**src/rtl/dsd_pkg.sv**
```systemverilog
// Shared definitions for the serial datapath cells: FSM state encoding and
// default operand width.
package dsd_pkg;

  typedef enum logic [1:0] {
    ST_IDLE = 2'd0,
    ST_RUN  = 2'd1,
    ST_DONE = 2'd2
  } state_t;

  localparam int DEFAULT_WIDTH = 8;

  // Bits needed to count 0..width inclusive.
  function automatic int cnt_width(input int width);
    return $clog2(width + 1);
  endfunction

endpackage

```
**src/rtl/full_subtractor.sv**
```systemverilog
// One-bit full subtractor cell: d = a - b - bin, with borrow-out.
module full_subtractor (
  input  logic a,
  input  logic b,
  input  logic bin,
  output logic d,
  output logic bout
);

  assign d    = a ^ b ^ bin;
  assign bout = (~a & b) | (~(a ^ b) & bin);

endmodule

```
**src/rtl/serial_subtractor.sv**
```systemverilog
// Bit-serial two's-complement subtractor, diff = a - b - bin, LSB first.
// Optional signed-overflow flag enabled by SERIAL_SUBTRACTOR_OVF_EN.
module serial_subtractor
  import dsd_pkg::*;
#(
  parameter int WIDTH = DEFAULT_WIDTH
) (
  input  logic             clk,
  input  logic             rst_n,
  input  logic             start,
  input  logic [WIDTH-1:0] a,
  input  logic [WIDTH-1:0] b,
  input  logic             bin,
  output logic             busy,
  output logic             d_ser,
  output logic             d_ser_valid,
  output logic [WIDTH-1:0] diff,
  output logic             bout,
  output logic             ovf,
  output logic             done
);

  localparam int               CNT_W    = cnt_width(WIDTH);
  localparam logic [CNT_W-1:0] LAST_CNT = CNT_W'(WIDTH - 1);
  localparam logic [CNT_W-1:0] CNT_ONE  = CNT_W'(1);

  state_t           state_r;
  state_t           state_nxt_s;
  logic [CNT_W-1:0] cnt_r;
  logic [WIDTH-1:0] sa_r;
  logic [WIDTH-1:0] sb_r;
  logic [WIDTH-1:0] diff_r;
  logic             br_r;
  logic             bout_r;
  logic             d_s;
  logic             bo_s;
  logic             accept_s;
  logic             last_s;
  logic             run_s;

  full_subtractor u_cell (
    .a    (sa_r[0]),
    .b    (sb_r[0]),
    .bin  (br_r),
    .d    (d_s),
    .bout (bo_s)
  );

  // FSM state register
  always_ff @(posedge clk or negedge rst_n) begin
    if (!rst_n) begin
      state_r <= ST_IDLE;
    end else begin
      state_r <= state_nxt_s;
    end
  end

  // Next-state decode plus accept / last-bit strobes
  always_comb begin
    state_nxt_s = state_r;
    accept_s    = 1'b0;
    last_s      = 1'b0;
    case (state_r)
      ST_IDLE: begin
        if (start) begin
          accept_s    = 1'b1;
          state_nxt_s = ST_RUN;
        end else begin
          state_nxt_s = ST_IDLE;
        end
      end
      ST_RUN: begin
        if (cnt_r == LAST_CNT) begin
          last_s      = 1'b1;
          state_nxt_s = ST_DONE;
        end else begin
          state_nxt_s = ST_RUN;
        end
      end
      ST_DONE: state_nxt_s = ST_IDLE;
      default: state_nxt_s = ST_IDLE;
    endcase
  end

  // Operand shifters, borrow chain and result capture
  always_ff @(posedge clk or negedge rst_n) begin
    if (!rst_n) begin
      sa_r   <= '0;
      sb_r   <= '0;
      br_r   <= 1'b0;
      cnt_r  <= '0;
      diff_r <= '0;
      bout_r <= 1'b0;
    end else if (accept_s) begin
      sa_r   <= a;
      sb_r   <= b;
      br_r   <= bin;
      cnt_r  <= '0;
      diff_r <= '0;
      bout_r <= 1'b0;
    end else if (run_s) begin
      sa_r   <= {1'b0, sa_r[WIDTH-1:1]};
      sb_r   <= {1'b0, sb_r[WIDTH-1:1]};
      diff_r <= {d_s, diff_r[WIDTH-1:1]};
      br_r   <= bo_s;
      cnt_r  <= cnt_r + CNT_ONE;
      if (last_s) begin
        bout_r <= bo_s;
      end
    end
  end

`ifdef SERIAL_SUBTRACTOR_OVF_EN
  logic ovf_r;

  // Signed overflow: borrow into the MSB differs from borrow out of it
  always_ff @(posedge clk or negedge rst_n) begin
    if (!rst_n) begin
      ovf_r <= 1'b0;
    end else if (accept_s) begin
      ovf_r <= 1'b0;
    end else if (last_s) begin
      ovf_r <= br_r ^ bo_s;
    end
  end

  assign ovf = ovf_r;
`else
  assign ovf = 1'b0;
`endif

  assign run_s       = (state_r == ST_RUN);
  assign busy        = (state_r != ST_IDLE);
  assign d_ser_valid = run_s;
  assign done        = (state_r == ST_DONE);
  assign d_ser       = run_s ? d_s : 1'b0;
  assign diff        = diff_r;
  assign bout        = bout_r;

endmodule

```
**config.mk**
```make
export PLATFORM = sky130hd
export DESIGN_NAME = serial_subtractor
export DESIGN_NICKNAME = d
export VERILOG_FILES = /design/src/rtl/dsd_pkg.sv /design/src/rtl/full_subtractor.sv /design/src/rtl/serial_subtractor.sv
export SDC_FILE = /design/constraint.sdc
export NUM_CORES = 1
export LEC_CHECK = 0
export CAP_MARGIN = 20
export CORE_MARGIN = 2
export CORE_UTILIZATION = 48
export DETAILED_ROUTE_END_ITERATION = 12
export GPL_TIMING_DRIVEN = 0
export PLACE_DENSITY = 0.78
export SKIP_CTS_REPAIR_TIMING = 1
export SLEW_MARGIN = 20
export SYNTH_ARGS = -nofsm -noshare
export SYNTH_HDL_FRONTEND = slang
export SYNTH_HIERARCHICAL = 1
export SYNTH_SLANG_ARGS = --single-unit
```
**constraint.sdc**
```tcl
create_clock -name clk -period 1.6 [get_ports clk]
set_input_delay 0.32 -clock clk [delete_from_list [all_inputs] [get_ports clk]]
set_output_delay 0.32 -clock clk [all_outputs]
set_load 0.1 [all_outputs]
```
== Word-level counts from Yosys, hierarchy flattened ==
Cells that the tools add are included.

* Bits in registers: 32
* Input port bits: 20
* Logic and storage cells: 44

* Add/sub/neg operators: 1
* Equality and inequality tests: 3
* Multiplexer cells: 21
* Bitwise logic cells: 7
* Reductions and logical operators: 5

{| class="wikitable"
|+ Operators with widths
! cell !! count
|-
| 2-to-1 mux 8 bit || 6
|-
| 2-to-1 mux 1 bit || 11
|-
| 2-to-1 mux 4 bit || 2
|-
| nonzero test 2 bit || 3
|-
| adder 4 x 1 -> 4 bit (second input constant) || 1
|-
| == test 4 x 3 -> 1 bit (second input constant) || 1
|-
| case mux 2 bit (2 select lines) || 1
|-
| bitwise AND 1 bit || 2
|-
| == test 2 x 1 -> 1 bit (second input constant) || 1
|-
| == test 2 bit (second input constant) || 1
|-
| logical NOT 2 bit || 1
|-
| 2-to-1 mux 2 bit || 1
|-
| NOT 1 bit || 2
|-
| AND reduction 2 bit || 1
|-
| XOR 1 bit || 2
|-
| OR 1 bit || 1
|}

== Logic depth before layout (Yosys ltp) ==
* Word-level depth: 7
* Mapped depth: 5

== Hierarchy ==
The synthesis kept the hierarchy.

{| class="wikitable"
|+ Modules (own cells, without submodules)
! module !! times used !! cells an instance !! area an instance (um2)
|-
| serial_subtractor || 1 || 140 || 1388.8
|-
| full_subtractor || 1 || 4 || 31.3
|}

== Worst setup path before layout ==
No wires, ideal clock.

* Path type: flip-flop to output port
* Start point: reg state_r[0]
* End point: out done
* Arrival: 1.781 ns
* Required time: 1.280 ns
* Slack: -0.501 ns
* Cell stages (with the launch flop): 2
* Path buffers: 0
* Cells stage by stage: dfrtp_1 > nor2b_1

* Longest elaborated chain between the ends: 1

{| class="wikitable"
|+ Ends and longest elaborated chain
! item !! line !! text
|-
| start, declared || serial_subtractor.sv:27 || <nowiki>state_t state_r;</nowiki>
|-
| start signal, assigned || serial_subtractor.sv:54 || <nowiki>state_r <= state_nxt_s;</nowiki>
|-
| == test 2 bit || serial_subtractor.sv:135 || <nowiki>assign done = (state_r == ST_DONE);</nowiki>
|-
| end, declared || serial_subtractor.sv:20 || <nowiki>output logic done</nowiki>
|}

No other way between the ends.

== Final worst setup path ==
* Start point: reg br_r
* End point: out d_ser

* Longest elaborated chain between the ends: 2

{| class="wikitable"
|+ Ends and longest elaborated chain
! item !! line !! text
|-
| start, declared || serial_subtractor.sv:33 || <nowiki>logic br_r;</nowiki>
|-
| start signal, assigned || serial_subtractor.sv:97 || <nowiki>br_r <= bin;</nowiki>
|-
| start signal, assigned || serial_subtractor.sv:105 || <nowiki>br_r <= bo_s;</nowiki>
|-
| XOR 1 bit || full_subtractor.sv:10 || <nowiki>assign d = a ^ b ^ bin;</nowiki>
|-
| via d_s || serial_subtractor.sv:35 || <nowiki>logic d_s;</nowiki>
|-
| 2-to-1 mux 1 bit || serial_subtractor.sv:136 || <nowiki>assign d_ser = run_s ? d_s : 1'b0;</nowiki>
|-
| end, declared || serial_subtractor.sv:15 || <nowiki>output logic d_ser,</nowiki>
|}

The timed path passes the listed nets, and every way through them passes these cells.

==> results.json <==
{
  "synth-edff-count": 0,
  "yosys_most_used_dff": "dfrtp_1",
  "wl_per_cell_um": 13.4,
  "drt-initial-drc-count": 58,
  "cp_data_arrival_time_ps": 1620,
  "grt_setup_unrepaired": "true",
  "path_cells": "inv_2, fa_1, and2_4, buf_12",
  "die_x_um": 58.4,
  "vias": 1183,
  "dp_cells": 207,
  "min_period_ps": 1940,
  "path_max_fanout": 2,
  "nFillCells": 232,
  "grt_pass1_vias": 1002,
  "antennaDiodeCount": 0,
  "htreeDepth": 2,
  "drv_cap": 0,
  "netlist_area_um2": 1420,
  "drive_above_1_share": 0.241,
  "worstMarginPinSlew_ps": 692,
  "violations": "negative setup slack",
  "fp.dieArea_um2": 3410,
  "clk_latency_ps": 340,
  "crit_family": "adder cells",
  "cts.sinks": 32,
  "setup_ws_ps": -345,
  "synth_top_cell_by_area": "dfrtp_1",
  "synth.area.top_cells": "dfrtp_1, nand2_1, a22oi_1",
  "grt_use_met3": 0.0549,
  "end_kind": "primary output",
  "cpPeakStageDelay_ps": 530,
  "synthTopCellsByCount": "nand2_1, dfrtp_1, a22oi_1, o21ai_0, buf_4",
  "firstDrtPassIters": 4,
  "wl_um": 2970,
  "initial_utilization": 0.511,
  "hold_path.class": "in2async",
  "core-area_um2": 2780,
  "finalHoldViolCount": 0,
  "setup_tns_ps": -378,
  "post-route-period-util": 1.22,
  "syn_area_per_cell_um2": 9.86,
  "worst_path_max_delay_cell": "fa_1",
  "yosysMostFrequentCell": "nand2_1",
  "dieHeight_um": 58.4,
  "ys_seq_area_frac": 0.564,
  "fmax_mhz": 514,
  "postRouteAntennaNets": 0,
  "grt_pass1_wl_um": 4560,
  "tritoncts": "built",
  "grt_usage": 0.183,
  "ios": 34,
  "finish.utilization": 0.695,
  "via_per_inst": 5.33,
  "grtUsageMet2": 0.278,
  "critPathKind": "reg2out",
  "finalClockSkew_ps": 3.42,
  "final_nets": 212,
  "port_buffers": 32,
  "clkTransAtPathRegs_ps": 100,
  "remaining_drc_errors": 0,
  "stdcell_count": 222,
  "async_reset_ff_frac": 1.00,
  "area_growth_pct": 36.1,
  "place_congestion": 0.720,
  "cts.path.max_buffers": 2,
  "grt_util_met1": 0.239,
  "numCtsBuffers": 5,
  "busiest_layer": "met2",
  "antenna_found_initial": 0,
  "ys_types": 28,
  "cts_root_buf": "clkbuf_4",
  "status": "finished, violations left",
  "row_count": 19,
  "yosysTopAreaCellShare": 0.564,
  "ys_seq_elements": 32,
  "drv_slew": 0,
  "yosysWarnings": 6,
  "crit_path_start_kind": "flip-flop",
  "hpwlAfterDp_um": 1940,
  "crit_required_ps": 1280,
  "syn_inst": 144,
  "synth_nets": 166,
  "grt_max_degree": 33,
  "relSlewSlack": 0.539,
  "cp.buffers_inverters": 2,
  "setup_viol": 2,
  "grt-ovfl-total": 0
}
-- cell families after synthesis --
logic type / Yosys count / share of synthesized area
AO/OA/AOI/OAI: 31 / 0.147
adder cells (fa/ha/maj): 2 / 0.0229
multiplexers: 1 / 0.00705
other: 1 / 0.00264
flip-flops: 32 / 0.564
AND/OR/NAND/NOR: 65 / 0.197
buffers and inverters: 12 / 0.0590
-- per-layer routing --
metal	vias up	wire [µm]
li1	574	-
met1	566	1290
met2	37	1460
met3	6	166
met4	0	52
met5	-	0
-- placed cells by master (no fill, tap or decap), types with 2 or more instances in the layout --
master | Yosys | routed
buf_2 | 1 | 2
clkbuf_8 | 0 | 2
o21ai_0 | 11 | 11
inv_1 | 3 | 2
buf_12 | 0 | 3
buf_6 | 3 | 3
dfrtp_1 | 32 | 31
nand3_1 | 2 | 2
clkdlybuf4s50_1 | 0 | 18
buf_4 | 4 | 11
a22oi_1 | 14 | 14
clkbuf_2 | 0 | 9
clkbuf_4 | 0 | 5
nand2_1 | 53 | 53
a21o_1 | 3 | 3
-- worst reg2reg max path, stage by stage, from the launching register on --
cell and delay, ps:
dfrtp_1 380, inv_2 50, fa_1 470, and2_4 180
buf_4 130, a21o_1 140
-- cell type report --
| cell class | count | area [µm²] | share of cell area |
|---|---|---|---|
| Buffer | 8 | 76.3 | 0.0395 |
| Clock buffer | 7 | 65.1 | 0.0337 |
| Clock inverter | 1 | 30.0 | 0.0155 |
| Inverter | 4 | 22.5 | 0.0117 |
| Multi-Input combinational cell | 100 | 548 | 0.283 |
| Sequential cell | 32 | 802 | 0.415 |
| Tap cell | 31 | 38.8 | 0.0201 |
| Timing Repair Buffer | 39 | 350 | 0.181 |
-- stage by stage --
stage | setup WS, ps | hold slack [ps] | area (µm²)
2_1_floorplan | 22.9 | 24.4 | 1430
3_3_place_gp | -904 | 459 | 1780
3_5_place_dp | -906 | 410 | 1780
4_1_cts | -1290 | 30.1 | 1870
5_1_grt | -392 | 63.6 | 1930
6_report | -345 | 12.9 | 1930
-- worst paths after layout --
| path | from | end | slack [ps] | depth (start not counted) |
|---|---|---|---|---|
| min in group clk | cnt_r[3] | cnt_r[3] | 470 | 1 |
| worst max register to register | br_r | diff[7] | 160 | 5 |
| worst min-delay path | rst_n | diff[4] | 10 | 1 |
| worst min register to register | cnt_r[3] | cnt_r[3] | 470 | 1 |
| worst max-delay path | br_r | d_ser | -340 | 4 |
| max in group asynchronous | rst_n | state_r[0] | 1110 | 1 |
-- state kept, by name, summed over array words and instances, names as in the netlist --
register,count
state_r,2
sb_r,8
bout,1
br_r,1
cnt_r,4
diff,8
sa_r,8
Power is left out: the tool's default activity adds up to more than one toggle a clock period on the data nets, which glitch-free logic cannot reach.
